**src/rtl/model_vector_integer_stream_driver.sv**
```systemverilog
// Element-stream initiator: streams operand pairs to a vector unit one at a time and buffers the returned results.
// Optional watchdog abort when MODEL_VECTOR_STREAM_DRIVER_TIMEOUT_EN is defined.
module model_vector_integer_stream_driver #(
    parameter int DATA_SIZE    = 64,
    parameter int CONTROL_SIZE = 4
) (
    input  logic                    clk_i,
    input  logic                    rst_ni,
    input  logic                    load_enable_i,
    input  logic                    load_select_i,
    input  logic [CONTROL_SIZE-1:0] load_address_i,
    input  logic [DATA_SIZE-1:0]    load_data_i,
    input  logic [DATA_SIZE-1:0]    size_in_i,
    input  logic                    go_i,
    output logic                    busy_o,
    output logic                    done_o,
    output logic                    error_o,
    input  logic [CONTROL_SIZE-1:0] result_address_i,
    output logic [DATA_SIZE-1:0]    result_data_o,
    output logic                    unit_start_o,
    input  logic                    unit_ready_i,
    output logic                    unit_data_a_enable_o,
    output logic                    unit_data_b_enable_o,
    output logic [DATA_SIZE-1:0]    unit_data_a_o,
    output logic [DATA_SIZE-1:0]    unit_data_b_o,
    output logic [DATA_SIZE-1:0]    unit_size_o,
    input  logic                    unit_data_out_enable_i,
    input  logic [DATA_SIZE-1:0]    unit_data_out_i
);
    localparam int DEPTH = 1 << CONTROL_SIZE;
    localparam int LW    = CONTROL_SIZE + 1;

    typedef enum logic [2:0] {
        S_IDLE,
        S_START,
        S_ISSUE,
        S_WAIT_RESULT,
        S_WAIT_READY
    } state_t;

    state_t                  state_q, state_d;
    logic [CONTROL_SIZE-1:0] idx_q, idx_d;
    logic [LW-1:0]           len_q, len_d;
    logic                    busy_q, busy_d;
    logic                    done_q, done_d;
    logic [DATA_SIZE-1:0]    result_data_q;

    logic [DATA_SIZE-1:0]    buf_a   [DEPTH];
    logic [DATA_SIZE-1:0]    buf_b   [DEPTH];
    logic [DATA_SIZE-1:0]    buf_res [DEPTH];

    logic [LW-1:0]           size_clamped;
    logic                    last_elem;
    logic                    capture;

    assign size_clamped = (size_in_i > DATA_SIZE'(DEPTH)) ? LW'(DEPTH) : size_in_i[LW-1:0];
    assign last_elem    = ({1'b0, idx_q} == (len_q - LW'(1)));
    assign capture      = (state_q == S_WAIT_RESULT) && unit_data_out_enable_i;

`ifdef MODEL_VECTOR_STREAM_DRIVER_TIMEOUT_EN
    logic [15:0] wdog_q, wdog_d;
    logic        err_q, err_d;
    logic        waiting;
    logic        wdog_fire;

    assign waiting   = (state_q == S_WAIT_RESULT) || (state_q == S_WAIT_READY);
    // Fires on the cycle whose increment would bring the count to 0xFFFF.
    assign wdog_fire = waiting && (wdog_q == 16'hFFFE);
`endif

    always_comb begin
        state_d = state_q;
        idx_d   = idx_q;
        len_d   = len_q;
        busy_d  = busy_q;
        done_d  = 1'b0;
`ifdef MODEL_VECTOR_STREAM_DRIVER_TIMEOUT_EN
        err_d   = err_q;
`endif
        unique case (state_q)
            S_IDLE: begin
                if (go_i) begin
`ifdef MODEL_VECTOR_STREAM_DRIVER_TIMEOUT_EN
                    err_d = 1'b0;
`endif
                    if (size_clamped == '0) begin
                        done_d = 1'b1;
                    end else begin
                        len_d   = size_clamped;
                        idx_d   = '0;
                        busy_d  = 1'b1;
                        state_d = S_START;
                    end
                end
            end
            S_START: state_d = S_ISSUE;
            S_ISSUE: state_d = S_WAIT_RESULT;
            S_WAIT_RESULT: begin
                if (unit_data_out_enable_i) begin
                    if (last_elem) begin
                        // READY together with the final element skips WAIT_READY.
                        if (unit_ready_i) begin
                            done_d  = 1'b1;
                            busy_d  = 1'b0;
                            len_d   = '0;
                            state_d = S_IDLE;
                        end else begin
                            state_d = S_WAIT_READY;
                        end
                    end else begin
                        idx_d   = idx_q + CONTROL_SIZE'(1);
                        state_d = S_ISSUE;
                    end
                end
            end
            S_WAIT_READY: begin
                if (unit_ready_i) begin
                    done_d  = 1'b1;
                    busy_d  = 1'b0;
                    len_d   = '0;
                    state_d = S_IDLE;
                end
            end
            default: state_d = S_IDLE;
        endcase
`ifdef MODEL_VECTOR_STREAM_DRIVER_TIMEOUT_EN
        // Real progress on the expiry cycle wins over the abort.
        if (wdog_fire && (state_d == state_q)) begin
            err_d   = 1'b1;
            done_d  = 1'b1;
            busy_d  = 1'b0;
            len_d   = '0;
            state_d = S_IDLE;
        end
        wdog_d = (waiting && (state_d == state_q)) ? wdog_q + 16'd1 : 16'd0;
`endif
    end

    always_ff @(posedge clk_i or negedge rst_ni) begin
        if (!rst_ni) begin
            state_q       <= S_IDLE;
            idx_q         <= '0;
            len_q         <= '0;
            busy_q        <= 1'b0;
            done_q        <= 1'b0;
            result_data_q <= '0;
        end else begin
            state_q       <= state_d;
            idx_q         <= idx_d;
            len_q         <= len_d;
            busy_q        <= busy_d;
            done_q        <= done_d;
            result_data_q <= buf_res[result_address_i];
        end
    end

`ifdef MODEL_VECTOR_STREAM_DRIVER_TIMEOUT_EN
    always_ff @(posedge clk_i or negedge rst_ni) begin
        if (!rst_ni) begin
            wdog_q <= 16'd0;
            err_q  <= 1'b0;
        end else begin
            wdog_q <= wdog_d;
            err_q  <= err_d;
        end
    end

    assign error_o = err_q;
`else
    assign error_o = 1'b0;
`endif

    // Buffers carry no reset; their contents are undefined until written.
    always_ff @(posedge clk_i) begin
        if (load_enable_i && (state_q == S_IDLE)) begin
            if (load_select_i) begin
                buf_b[load_address_i] <= load_data_i;
            end else begin
                buf_a[load_address_i] <= load_data_i;
            end
        end
        if (capture) begin
            buf_res[idx_q] <= unit_data_out_i;
        end
    end

    assign busy_o               = busy_q;
    assign done_o               = done_q;
    assign result_data_o        = result_data_q;
    assign unit_start_o         = (state_q == S_START);
    assign unit_data_a_enable_o = (state_q == S_ISSUE);
    assign unit_data_b_enable_o = (state_q == S_ISSUE);
    assign unit_data_a_o        = (state_q == S_ISSUE) ? buf_a[idx_q] : '0;
    assign unit_data_b_o        = (state_q == S_ISSUE) ? buf_b[idx_q] : '0;
    assign unit_size_o          = {{(DATA_SIZE-LW){1'b0}}, len_q};

endmodule

```
**config.mk**
```make
export PLATFORM = sky130hd
export DESIGN_NAME = model_vector_integer_stream_driver
export DESIGN_NICKNAME = d
export VERILOG_FILES = /design/src/rtl/model_vector_integer_stream_driver.sv
export SDC_FILE = /design/constraint.sdc
export NUM_CORES = 2
export LEC_CHECK = 0
export ABC_AREA = 1
export BUFFER_PORTS_ARGS = -buffer_cell sky130_fd_sc_hd__buf_2
export CELL_PAD_IN_SITES_DETAIL_PLACEMENT = 1
export CELL_PAD_IN_SITES_GLOBAL_PLACEMENT = 1
export CORE_MARGIN = 2
export CORE_UTILIZATION = 35
export CTS_CLUSTER_SIZE = 20
export DETAILED_ROUTE_END_ITERATION = 10
export HOLD_SLACK_MARGIN = 0.12
export PLACE_DENSITY = 0.65
export SLEW_MARGIN = 20
export SYNTH_ARGS = -nofsm -noshare
export SYNTH_HDL_FRONTEND = slang
export SYNTH_SLANG_ARGS = --single-unit
```
**constraint.sdc**
```tcl
create_clock -name clk_i -period 4.45 [get_ports clk_i]
set_clock_uncertainty 0.1 [all_clocks]
set_input_delay 0.445 -clock clk_i [delete_from_list [all_inputs] [get_ports clk_i]]
set_output_delay 0.445 -clock clk_i [all_outputs]
set_load 0.01 [all_outputs]
```
==> results.py <==
metrics = {
    "status": {
        "outcome": "finished clean",
    },
    "die": {
        "core_sq_mm": 0.349,
        "num_rows": 217,
        "dieArea_sq_mm": 0.355,
        "die_w_microns": 596,
        "start_util_pct": 35.1,
        "io_pins": 469,
        "fp.dieH_microns": 596,
    },
    "synthesis": {
        "synth.largest_area_cell": "edfxtp_1",
        "synth.yosys.seq_area_share_pct": 76.8,
        "synth_top_family_by_area": "compound AO/OA/AOI/OAI gates",
        "yosysWarnings": 0,
        "yosys.area_share.simple_pct": 5.97,
        "syn-cell-area_sq_mm": 0.123,
        "synth-seq-cells": 3150,
        "syn_area_per_cell_sq_um": 14.0,
        "synthAdderAreaFrac_pct": 0.0510,
        "synth.mux.area_fraction_pct": 2.09,
        "netlist.area_leader.share_pct": 75.2,
        "ys_types": 35,
        "synthTopCellsByArea": "edfxtp_1 (75%), o21ai_0 (5.5%), nor2_1 (3.5%)",
        "synthesis.instances": 8790,
        "synthXorXnorAreaFrac_pct": 0.0143,
        "synth_compound_area_share_pct": 11.7,
    },
    "global_routing": {
        "antenna_found_initial": 32,
        "grt_pass1_vias": 80701,
        "grt_max_degree": 156,
        "busiest_layer": "met2",
        "gr-usage-met3_pct": 2.54,
        "grt_usage_pct": 20.9,
        "grt_pass1_wl_microns": 553000,
        "use_met2_pct": 36.0,
        "grt.met1_usage_pct": 27.3,
        "grt_overflow_total": 0,
    },
    "timing": {
        "setup_viol": 0,
        "post-route-min-period_ns": 4.28,
        "tightest_slew_ns": 1.03,
        "slew_headroom_pct": 31.1,
        "drv_slew": 0,
        "grt_setup_unrepaired": "false",
        "setup_ws_ns": 0.172,
        "max_freq_ghz": 0.234,
        "fin_crit_sh_pct": 96.1,
        "final_hold_viol_count": 0,
    },
    "drt": {
        "num_vias": 78140,
        "post-route-drc-count": 0,
        "first_pass_iters": 5,
        "viasPerCell": 5.48,
        "antenna_left": 0,
        "wl_per_cell_microns": 26.8,
        "drt_iter0_drc": 7375,
        "drt-total-wl_microns": 382000,
    },
    "worst_setup_path": {
        "critPathBufInv": 3,
        "r2r-start": "idx_q[1]$_DFFE_PN0P_",
        "setup.worst_path.start": "idx_q[1]$_DFFE_PN0P_",
        "criticalPathCategory": "flip-flop to output pin",
        "crit_arrival_ns": 3.73,
        "max_stage_delay_ns": 0.75,
        "critical_path.top_delay_family": "buffers and inverters",
        "slowest_stage": "a41oi_1",
        "worstSetupEndpointType": "output pin",
        "cp-start-kind": "flip-flop",
        "path_max_fanout": 80,
        "worstPathRequired_ns": 3.90,
        "path_cells": "inv_8 -> buf_4 -> o21ai_0 -> o22ai_1 -> nand2_1 -> a41oi_1 -> buf_2",
    },
    "finish": {
        "fin_nets": 9570,
        "syn_to_final_growth_pct": 17.6,
        "drive_above_1_share_pct": 12.7,
        "fin_util_pct": 41.3,
    },
    "clock_network": {
        "cts_tree": "done",
        "cts-root-buf": "clkbuf_16",
        "cts_sinks": 3150,
        "cts_max_level": 5,
        "worst_skew_pair.late_latency_ns": 0.91,
        "cts_buffers": 340,
        "cts_max_path_buffers": 4,
        "clkTransAtPathRegs_ns": 0.06,
    },
    "pwr": {
        "peakVddDrop_v": 0.000488,
        "power_density_mw_per_mm2": 521,
        "p_total_mw": 75.1,
        "p_leak_nw": 48.1,
    },
    "placement": {
        "pre_cts_slack_ns": 0.681,
        "port_buffers": 408,
        "hpwl_microns": 199000,
        "place.gp.congestion": 0.757,
    },
    "hold_path": {
        "hold_class": "primary input to flip-flop",
        "hold_start": "size_in_i[51]",
    },
    "run": {
        "maxCapViolCount": 0,
    },
}
per-layer routing:
metal	vias up	wire (microns)
li1	33928	-
met1	41034	159000
met2	2529	189000
met3	635	21500
met4	14	12300
met5	-	87
cells in the final DEF, fill, tap and decap left out, types with 14 or more instances in the layout:
cell type	count
o211ai_1	256
clkinv_2	55
inv_1	290
a21oi_1	256
nand2_1	676
nor2_4	51
bufinv_16	31
a41oi_1	124
mux2i_1	256
dfrtp_1	76
edfxtp_1	3072
clkbuf_1	79
o22ai_1	512
conb_1	60
diode_2	21
clkinv_1	62
clkinvlp_4	14
clkbuf_16	348
nor2_1	1092
buf_12	120
nand3_1	65
buf_2	403
o21ai_0	1357
buf_4	147
dlygate4sd3_1	154
state kept, by name, indices dropped and copies added, names as in the netlist:
register / cells
buf_a: 1024
buf_b: 1024
buf_res: 1024
busy_o: 1
done_o: 1
idx_q: 4
len_q: 5
result_data_o: 64
state_q: 3
worst paths after layout:
path	to	slack, ns	cells past startpoint
max	unit_data_b_o[26]	0.17	7
min	len_q[4]$_DFFE_PN0P_	0.18	9
max reg2reg	buf_res[1][60]$_DFFE_PP_	1.15	6
min reg2reg	busy_o$_DFFE_PN0P_	0.39	2
max in group asynchronous	result_data_o[11]$_DFF_PN0_	3.03	4
min in group asynchronous	result_data_o[10]$_DFF_PN0_	0.61	4
worst min-delay path, cell delays in order:
cell	delay, ns
buf_2	0.08
nor2_1	0.03
nand2_1	0.05
nor2_1	0.03
nand2_1	0.05
nor2_1	0.06
nand2_1	0.15
nand4_1	0.13
nand2_1	0.08
cell type report:
class	instances	area, sq um
clock inverters	182	1860
repair buffers	827	7100
clock buffers	435	9110
multi-input cells	4742	24900
well taps	4599	5750
diodes	21	52.6
flip-flops and latches	3150	94200
inverters	297	1170
fillers	35543	205000
logic make-up (layout without fill, tap and decap cells):
family | after synthesis | in the layout
flops | 3150 | 3150
xor+xnor | 2 | 2
compound gates | 2511 | 2511
mux | 256 | 256
simple gates | 1908 | 1908
buf+inv | 957 | 1741
other cells | 1 | 81
fa+ha+maj | 5 | 5
synth_stat cells, drive strengths merged:
| library cell | number |
|---|---|
| o21ai | 1357 |
| nand2 | 676 |
| or2 | 1 |
| xor2 | 1 |
| mux2i | 256 |
| o211ai | 256 |
| nand3 | 67 |
| o22ai | 512 |
| nor4 | 1 |
| a41oi | 128 |
| nor3 | 6 |
| dfrtp | 78 |
| and2 | 1 |
| clkbuf | 401 |
| conb | 1 |
| nand3b | 1 |
| inv | 297 |
| o21bai | 1 |
| buf | 259 |
| xnor2 | 1 |
| edfxtp | 3072 |
| nor2 | 1144 |
| a21oi | 257 |
| nand4 | 11 |
| ha | 5 |
where the power goes:
group / total [mW] / internal, mW / switching, mW / leakage [nW]
clock: 28.1 / 16.3 / 11.8 / 5.33
sequential: 33.2 / 33.0 / 0.184 / 28.6
combinational: 13.9 / 4.14 / 9.72 / 14.2
total: 75.1 / 53.4 / 21.7 / 48.1
timing repair:
action / 4_1_cts / 5_1_grt
endpoints found under the hold margin: 3228 / 0
pin swaps: 0 / 0
endpoints found under the setup margin: 43 / 8
setup buffers: 2 / 5
hold buffers: 155 / 0
gates resized for setup: 2 / 2
metrics by stage:
step,setup TNS [ns],instance area (sq um),hold slack [ns],instances
after global placement,0,132000,0.304,13453
after floorplan,-243.07,123000,0.0494,8849
final,0,144000,0.183,14253
after detailed placement,0,132000,0.312,13453
after CTS,0,144000,0.142,14227
after global routing,0,144000,0.243,14239
No activity file was read; power rests on OpenSTA's default activity.
